File: config.mk
export PLATFORM = sky130hd
export DESIGN_NAME = usb_rx_stage_counter
export DESIGN_NICKNAME = d
export VERILOG_FILES = /design/src/rtl/usb_rx_stage_counter.sv
export SDC_FILE = /design/constraint.sdc
export NUM_CORES = 1
export LEC_CHECK = 0
export ABC_AREA = 1
export CORE_MARGIN = 10
export CORE_UTILIZATION = 51
export DETAILED_ROUTE_END_ITERATION = 16
export PLACE_DENSITY = 0.85
export SLEW_MARGIN = 20
export SYNTH_ARGS = -nofsm -noshare
export SYNTH_HDL_FRONTEND = slang
export SYNTH_SLANG_ARGS = --single-unit
File: constraint.sdc
create_clock -name clk -period 7.55 [get_ports clk]
set_input_delay 1.8875 -clock clk [delete_from_list [all_inputs] [get_ports clk]]
set_output_delay 1.8875 -clock clk [all_outputs]
set_load 0.02 [all_outputs]
File: src/rtl/usb_rx_stage_counter.sv
// usb_rx_stage_counter
//
// Multi-stage bit/byte counter for the USB RX datapath. The counter walks through NUM_STAGES
// stages. Each stage counts 1..L(s), where L(s) is a run-time limit and a limit of 0 is
// treated as 1. After the last stage the counter either wraps to stage 0 or stops and raises
// a sticky done. All outputs are registered, so no input reaches an output combinationally.
//
// Ports:
//   clk           rising-edge system clock
//   n_rst         asynchronous active-low reset
//   clear         synchronous restart to stage 0 / count 0 (beats count_enable)
//   count_enable  advance the counter by one this cycle
//   stage_limits  packed per-stage limits, stage i at [i*SIZE +: SIZE]
//   flag_mask     bit i allows rollover_flag while in stage i
//   wrap_en       1: wrap to stage 0 after the last stage, 0: stop and set done
//   count_out     count within the current stage
//   stage_out     current stage index
//   rollover_flag count_out is at the current stage limit and that stage is unmasked
//   stage_adv     one-cycle pulse in the first cycle of a new stage
//   done          sticky end-of-sequence indication, cleared only by clear or reset
module usb_rx_stage_counter #(
  parameter int unsigned SIZE       = 5,
  parameter int unsigned NUM_STAGES = 4,
  parameter int unsigned STAGE_W    = 2
) (
  input  logic                         clk,
  input  logic                         n_rst,
  input  logic                         clear,
  input  logic                         count_enable,
  input  logic [NUM_STAGES*SIZE-1:0]   stage_limits,
  input  logic [NUM_STAGES-1:0]        flag_mask,
  input  logic                         wrap_en,
  output logic [SIZE-1:0]              count_out,
  output logic [STAGE_W-1:0]           stage_out,
  output logic                         rollover_flag,
  output logic                         stage_adv,
  output logic                         done
);

  localparam logic [STAGE_W-1:0] LastStage = STAGE_W'(NUM_STAGES - 1);
  localparam logic [SIZE-1:0]    OneCount  = SIZE'(1);

  logic [SIZE-1:0]    count_q, count_d;
  logic [STAGE_W-1:0] stage_q, stage_d;
  logic               flag_q, flag_d;
  logic               adv_q, adv_d;
  logic               done_q, done_d;

  // Per-stage limits with 0 clamped to 1, so every stage lasts at least one cycle.
  logic [SIZE-1:0] lim_arr [NUM_STAGES];

  for (genvar g = 0; g < NUM_STAGES; g++) begin : g_lim
    logic [SIZE-1:0] raw;
    assign raw        = stage_limits[g*SIZE +: SIZE];
    assign lim_arr[g] = (raw == '0) ? OneCount : raw;
  end

  // Limit and mask of the current stage. A loop compare keeps unreachable stage codes from
  // indexing past the array; they simply select nothing.
  logic [SIZE-1:0] lim_cur;
  logic            mask_cur;

  always_comb begin
    lim_cur  = OneCount;
    mask_cur = 1'b0;
    for (int i = 0; i < NUM_STAGES; i++) begin
      if (stage_q == STAGE_W'(i)) begin
        lim_cur  = lim_arr[i];
        mask_cur = flag_mask[i];
      end
    end
  end

  // Limit and mask of the stage being entered next cycle, used for the registered flag.
  logic [SIZE-1:0] lim_nxt;
  logic            mask_nxt;

  always_comb begin
    lim_nxt  = OneCount;
    mask_nxt = 1'b0;
    for (int i = 0; i < NUM_STAGES; i++) begin
      if (stage_d == STAGE_W'(i)) begin
        lim_nxt  = lim_arr[i];
        mask_nxt = flag_mask[i];
      end
    end
  end

  logic at_limit;
  logic is_last;

  // ">=" rather than "==" so a limit lowered below the running count still ends the stage.
  assign at_limit = (count_q >= lim_cur);
  assign is_last  = (stage_q == LastStage);

  // Next count / stage / adv / done.
  always_comb begin
    count_d = count_q;
    stage_d = stage_q;
    adv_d   = 1'b0;
    done_d  = done_q;

    if (clear) begin
      count_d = '0;
      stage_d = '0;
      done_d  = 1'b0;
    end else if (done_q) begin
      // Parked at end of sequence until clear.
    end else if (count_enable) begin
      if (!at_limit) begin
        count_d = count_q + OneCount;
      end else if (!is_last) begin
        stage_d = stage_q + STAGE_W'(1);
        count_d = OneCount;
        adv_d   = 1'b1;
      end else if (wrap_en) begin
        stage_d = '0;
        count_d = OneCount;
        adv_d   = 1'b1;
      end else begin
        done_d = 1'b1;
      end
    end
  end

  // Next rollover flag. Evaluated against the state being entered so that a limit-1 stage
  // shows the flag in its very first cycle.
  always_comb begin
    flag_d = 1'b0;
    if (clear || done_q) begin
      flag_d = 1'b0;
    end else begin
      flag_d = (count_d == lim_nxt) && mask_nxt;
    end
  end

  always_ff @(posedge clk or negedge n_rst) begin
    if (!n_rst) begin
      count_q <= '0;
      stage_q <= '0;
      flag_q  <= 1'b0;
      adv_q   <= 1'b0;
      done_q  <= 1'b0;
    end else begin
      count_q <= count_d;
      stage_q <= stage_d;
      flag_q  <= flag_d;
      adv_q   <= adv_d;
      done_q  <= done_d;
    end
  end

  assign count_out     = count_q;
  assign stage_out     = stage_q;
  assign rollover_flag = flag_q;
  assign stage_adv     = adv_q;
  assign done          = done_q;

endmodule

==> impl_metrics.json, run 1 <==
{
  "die_area_um2": 5020,
  "synth_flop_cell": "dfrtp_1",
  "r2r_cells": 25,
  "numPortBuffers": 38,
  "cts_hold_buf": 0,
  "cap_viol_max_count": 0,
  "period_minus_slack_ps": 4660,
  "drc_errors": 0,
  "pwr_density_cell_nw_per_um2": 117,
  "area_growth_pct": 31.5,
  "hp-class": "register to register",
  "final_cell_mix": "54 x nand2_1, 38 x clkdlybuf4s50_1, 33 x inv_1",
  "fin_setup_tns_ps": 0,
  "rsz0062_at_grt": "no",
  "core_area_um2": 2480,
  "antennaDiodeCount": 0,
  "synthCells": 211,
  "drive_above_1_share_pct": 9.27,
  "cts_setup_buffers": 0,
  "yosysWarnings": 0,
  "tightest_slew_ps": 472,
  "syn_area_um2": 1320,
  "finalCritPeriodShare_pct": 61.7,
  "ys_async_sr_fraction_pct": 100,
  "slew_viol_final": 0,
  "cts.htree.levels": 1,
  "fp.dieW_um": 70.9,
  "cts.sinks": 10,
  "synth_seq_area_share_pct": 19.0,
  "finalClockSkew_ps": 2.07,
  "grt_pass1_wl_um": 6400,
  "syn_area_per_cell_um2": 6.25,
  "dp_cells": 275,
  "place_congestion": 0.913,
  "wl_per_cell_um": 13.8,
  "finalSetupViolations": 0,
  "synth_cell_types": 34,
  "row_count": 18,
  "final_common_cell": "nand2_1",
  "stdcell_count": 278,
  "die_h_um": 70.9,
  "cts_tree": "done",
  "cp-start-kind": "input pin",
  "finalHoldViolations": 0,
  "initial_utilization_pct": 53.2,
  "nets": 289,
  "cp-end-kind": "register",
  "ir_worst_vdd_uv": 95.5,
  "synth_top_cell_by_area": "dfrtp_1",
  "root_buffer": "clkbuf_4",
  "via_count": 1494,
  "ctsResizeCount": 0,
  "critPathMaxFanout": 13,
  "clk_pin_slew_worst_paths_ps": 60,
  "crit_arrival_ps": 4850,
  "place_hpwl_um": 3300,
  "timing.fmax_mhz": 215,
  "vias_per_cell": 5.37,
  "synth.net_count": 250,
  "grt_pass1_vias": 1468,
  "grt_max_degree": 14,
  "first_pass_iters": 5,
  "antenna_found_initial": 0,
  "ios": 39,
  "path_class": "input pin to register",
  "ant_nets": 0,
  "grt-ovfl-total": 0,
  "numCtsBuffers": 3,
  "synth_edf_count": 0,
  "clock_path_buffers": 2,
  "hold_depth": 3,
  "drt_iter0_drc": 125,
  "wl_um": 3830,
  "slew_headroom_pct": 68.5,
  "synth_top_area_share_pct": 19.0,
  "clock_latency_ps": 260,
  "final_core_util_pct": 70.0,
  "status": "finished clean",
  "grt_usage_pct": 14.9,
  "worstPathRequired_ps": 7740,
  "cellLeakagePower_nw": 0.888,
  "ys_seq_elements": 10,
  "synth.area.top_cells": "dfrtp_1 19%, nand2_1 15%, ha_1 9.5%, nand3_1 9.5%, inv_1 9.4%"
}
==> layer usage <==
| metal | track usage, % | vias to the layer above | part of all wire [%] |
|---|---|---|---|
| met1 | 16.8 | 656 | 43 |
| li1 | - | 768 | - |
| met4 | 4.30 | 0 | 1.8 |
| met2 | 25.8 | 64 | 47 |
| met5 | 0 | - | 0 |
| met3 | 5.16 | 6 | 8.4 |
==> worst max-delay path, stage by stage <==
cell and delay (ps):
clkdlybuf4s50_1 530, nor3_1 80, a21oi_1 190, nand2_1 70, nand3_1 80, o21ai_0 70, o21ai_0 140, inv_1 60
ha_1 270, inv_1 50, nand2_1 40, nand2_1 90, nand3_4 110, nand4_1 110, nand3_2 280, inv_2 220
nand3_1 90, nand2_1 70, clkinv_1 70, nand3_1 70, nand2_1 50, nand2_1 60, nand3_1 60, nor2_1 100
==> path summary, 6_finish.rpt <==
| check | from | end | slack (ps) |
|---|---|---|---|
| worst max-delay path | stage_limits[6] | rollover_flag$_DFF_PN0_ | 2890 |
| worst min-delay path | count_out[4]$_DFF_PN0_ | count_out[4]$_DFF_PN0_ | 660 |
| worst max register to register | stage_out[1]$_DFF_PN0_ | rollover_flag$_DFF_PN0_ | 4240 |
| worst min register to register | count_out[4]$_DFF_PN0_ | count_out[4]$_DFF_PN0_ | 660 |
| max in group asynchronous | n_rst | stage_out[1]$_DFF_PN0_ | 5280 |
| min in group asynchronous | n_rst | count_out[3]$_DFF_PN0_ | 1950 |
==> sequential cells by signal (all words and copies together), names as in the netlist <==
signal / cells
stage_adv: 1
done: 1
stage_out: 2
rollover_flag: 1
count_out: 5
==> cell usage after synthesis (2+ instances only) <==
cell type,count
buf_2,2
nor2_1,14
ha_1,10
nand2_2,3
nor2_2,4
inv_2,2
nand3_2,5
nand4_1,3
a22oi_1,3
o22ai_1,2
nor3_1,4
o21ai_0,7
inv_1,33
a21oi_1,13
nand3_1,25
dfrtp_1,10
nand2_1,54
==> stage by stage <==
step                      worst slack [ps]  instance area [um^2]  total power, W  hold slack (ps)
final                                 2890                  1730        0.000203              660
after global routing                  2480                  1730        0.000222              712
after CTS                             2900                  1730        0.000204              652
after detailed placement              2620                  1710        0.000169              643
after global placement                2680                  1710        0.000167              635
after floorplan                       3570                  1320        0.000131              678
==> where the power goes <==
part / internal, W / switching (W)
Combinational: 0.0000470 / 0.0000606
Sequential: 0.0000566 / 0.00000452
Clock: 0.0000183 / 0.0000165
Total: 0.000122 / 0.0000816
==> logic make-up (layout without fill, tap and decap cells) <==
family | Yosys count | in the layout | share of synthesized area, %
AO/OA/AOI/OAI | 31 | 31 | 14.5
XOR/XNOR | 1 | 1 | 0.664
adder cells (fa/ha/maj) | 10 | 10 | 9.49
buffers and inverters | 40 | 77 | 12.1
flip-flops | 10 | 10 | 19.0
AND/OR/NAND/NOR | 119 | 119 | 44.2
==> final cells by class <==
cell class              instances  area [um^2]
clock buffers                   3         22.5
well taps                      30         37.5
flip-flops and latches         10          250
inverters                      36          135
multi-input cells             161          908
repair buffers                 38          380
fillers                       249          743
Power figures use the tool's default switching activity.
==> run 2, diff against run 1 <==
--- a/config.mk
+++ b/config.mk
@@ -7,9 +7,9 @@
 export LEC_CHECK = 0
 export ABC_AREA = 1
 export CORE_MARGIN = 10
-export CORE_UTILIZATION = 51
+export CORE_UTILIZATION = 43
 export DETAILED_ROUTE_END_ITERATION = 16
-export PLACE_DENSITY = 0.85
+export PLACE_DENSITY = 0.77
 export SLEW_MARGIN = 20
 export SYNTH_ARGS = -nofsm -noshare
 export SYNTH_HDL_FRONTEND = slang
==> constraint.sdc (replaced) <==
create_clock -name clk -period 3.81 [get_ports clk]
set_input_delay 0.9525 -clock clk [delete_from_list [all_inputs] [get_ports clk]]
set_output_delay 0.9525 -clock clk [all_outputs]
set_load 0.02 [all_outputs]
==> impl_metrics.json, run 2 (same netlist as run 1, synthesis figures left out) <==
{
  "via_count": 1603,
  "hold_ws_ps": 647,
  "area_growth_pct": 45.2,
  "antennaDiodeCount": 0,
  "r2r_cells": 26,
  "finalCritPeriodShare_pct": 92.9,
  "hold_path.startpoint": "count_out[4]$_DFF_PN0_",
  "drive_above_1_share_pct": 17.2,
  "antenna_found_initial": 0,
  "stdcell_area_um2": 1910,
  "seq_area_um2": 250,
  "cts.htree.levels": 1,
  "r2r-end": "rollover_flag$_DFF_PN0_",
  "fin_setup_tns_ps": 0,
  "cts.sinks": 10,
  "hp-class": "register to register",
  "wl_um": 4170,
  "worstPathRequired_ps": 4010,
  "clock_latency_ps": 270,
  "finalClockSkew_ps": 3.38,
  "place_congestion": 0.911,
  "finalHoldViolations": 0,
  "clk_pin_slew_worst_paths_ps": 60,
  "stdcell_count": 301,
  "initial_utilization_pct": 43.9,
  "cp-start-kind": "input pin",
  "path_class": "input pin to register",
  "fp.dieW_um": 75.4,
  "final_common_cell": "nand2_1",
  "pwr_density_cell_nw_per_um2": 236,
  "grt_pass1_wl_um": 6780,
  "largest_register_ff_count": 5,
  "core_area_um2": 3000,
  "numCtsBuffers": 3,
  "die_area_um2": 5680,
  "timing.fmax_mhz": 282,
  "ir_worst_vdd_uv": 76.3,
  "place_area_um2": 1830,
  "crit_arrival_ps": 3750,
  "slew_headroom_pct": 70.6,
  "rr_startpoint": "stage_out[1]$_DFF_PN0_",
  "tightest_slew_ps": 439,
  "grt-ovfl-total": 0,
  "root_buffer": "clkbuf_4",
  "cellLeakagePower_nw": 0.993,
  "numPortBuffers": 38,
  "fillCellCount": 283,
  "final_cell_mix": "53 x nand2_1, 37 x clkdlybuf4s50_1, 32 x inv_1",
  "grt_pass1_vias": 1531,
  "r2r_setup_slack_ps": 510,
  "critPathMaxFanout": 7,
  "period_minus_slack_ps": 3540,
  "cap_viol_max_count": 0,
  "vias_per_cell": 5.33,
  "nets": 308,
  "place_hpwl_um": 3450,
  "ant_nets": 0,
  "cts_tree": "done",
  "wl_per_cell_um": 13.8,
  "grt_usage_pct": 14.9,
  "first_pass_iters": 4,
  "hold_depth": 3,
  "drc_errors": 0,
  "die_h_um": 75.4,
  "row_count": 20,
  "finalSetupViolations": 0,
  "clock_path_buffers": 2,
  "status": "finished clean",
  "min_to": "count_out[4]$_DFF_PN0_",
  "grt_max_degree": 12,
  "rsz0062_at_grt": "no",
  "multi_input_area_um2": 921,
  "drt_iter0_drc": 115,
  "cp-end-kind": "register",
  "cts_hold_buf": 0,
  "dp_cells": 293,
  "ios": 39,
  "slew_viol_final": 0
}
-- run 2: repair_timing --
action / in CTS / in global routing
endpoints found under the hold margin: 0 / 0
resized for setup: 0 / 5
endpoints found under the setup margin: 0 / 1
setup buffers: 0 / 3
-- run 2: how the worst max path moves through the flow --
| stage | startpoint | to | slack, ps | depth (start not counted) |
|---|---|---|---|---|
| 2_1_floorplan | stage_limits[4] | rollover_flag$_DFF_PN0_ | 770 | 23 |
| 3_3_place_gp | stage_limits[4] | rollover_flag$_DFF_PN0_ | -60 | 27 |
| 4_1_cts | stage_limits[4] | rollover_flag$_DFF_PN0_ | 190 | 27 |
| 5_1_grt | stage_limits[7] | rollover_flag$_DFF_PN0_ | 10 | 27 |
| 6_report | stage_limits[9] | rollover_flag$_DFF_PN0_ | 270 | 23 |
| 3_5_place_dp | stage_limits[4] | rollover_flag$_DFF_PN0_ | -90 | 27 |
-- run 2: layer usage --
layer | share of wire, % | GRT usage, %
met1 | 43 | 17.5
met2 | 49 | 26.3
met3 | 6.8 | 3.26
met4 | 0.79 | 4.33
met5 | 0 | 0
-- run 2: power breakdown --
part	internal [W]	switching, W
registers	0.000112	0.00000981
clock network	0.0000581	0.0000365
logic	0.000110	0.000126
-- run 2: worst max-delay path: stages --
cell             delay, ps
clkdlybuf4s50_1        480
inv_1                   50
buf_4                  130
o221ai_1               190
a22oi_1                110
ha_1                   310
nand2_1                 70
nor2_1                 160
nand2_2                 90
nand3_4                 90
nand3_2                 90
nand2_2                120
nand2_2                100
nand2_4                110
nor2_4                  60
buf_12                 130
nor2_2                  80
nand3_2                 80
nand2_1                 70
nand2_1                 40
nand2_1                 60
nand3_1                 80
nor2_1                 100
-- run 2: area by class of cell --
| cell class | count | share of cell area (%) |
|---|---|---|
| Clock buffer | 4 | 1.90 |
| Inverter | 36 | 7.06 |
| Multi-Input combinational cell | 162 | 48.1 |
| Sequential cell | 10 | 13.1 |
| Tap cell | 33 | 2.16 |
| Timing Repair Buffer | 56 | 27.7 |
-- run 2: stage by stage --
stage	util [%]	power, W	setup WS, ps
final	63.7	0.000453	269
after CTS	62.1	0.000450	194
after detailed placement	60.9	0.000353	-92.6
after global routing	63.7	0.000491	13.4
after global placement	60.9	0.000350	-57.4
after floorplan	-	0.000260	768
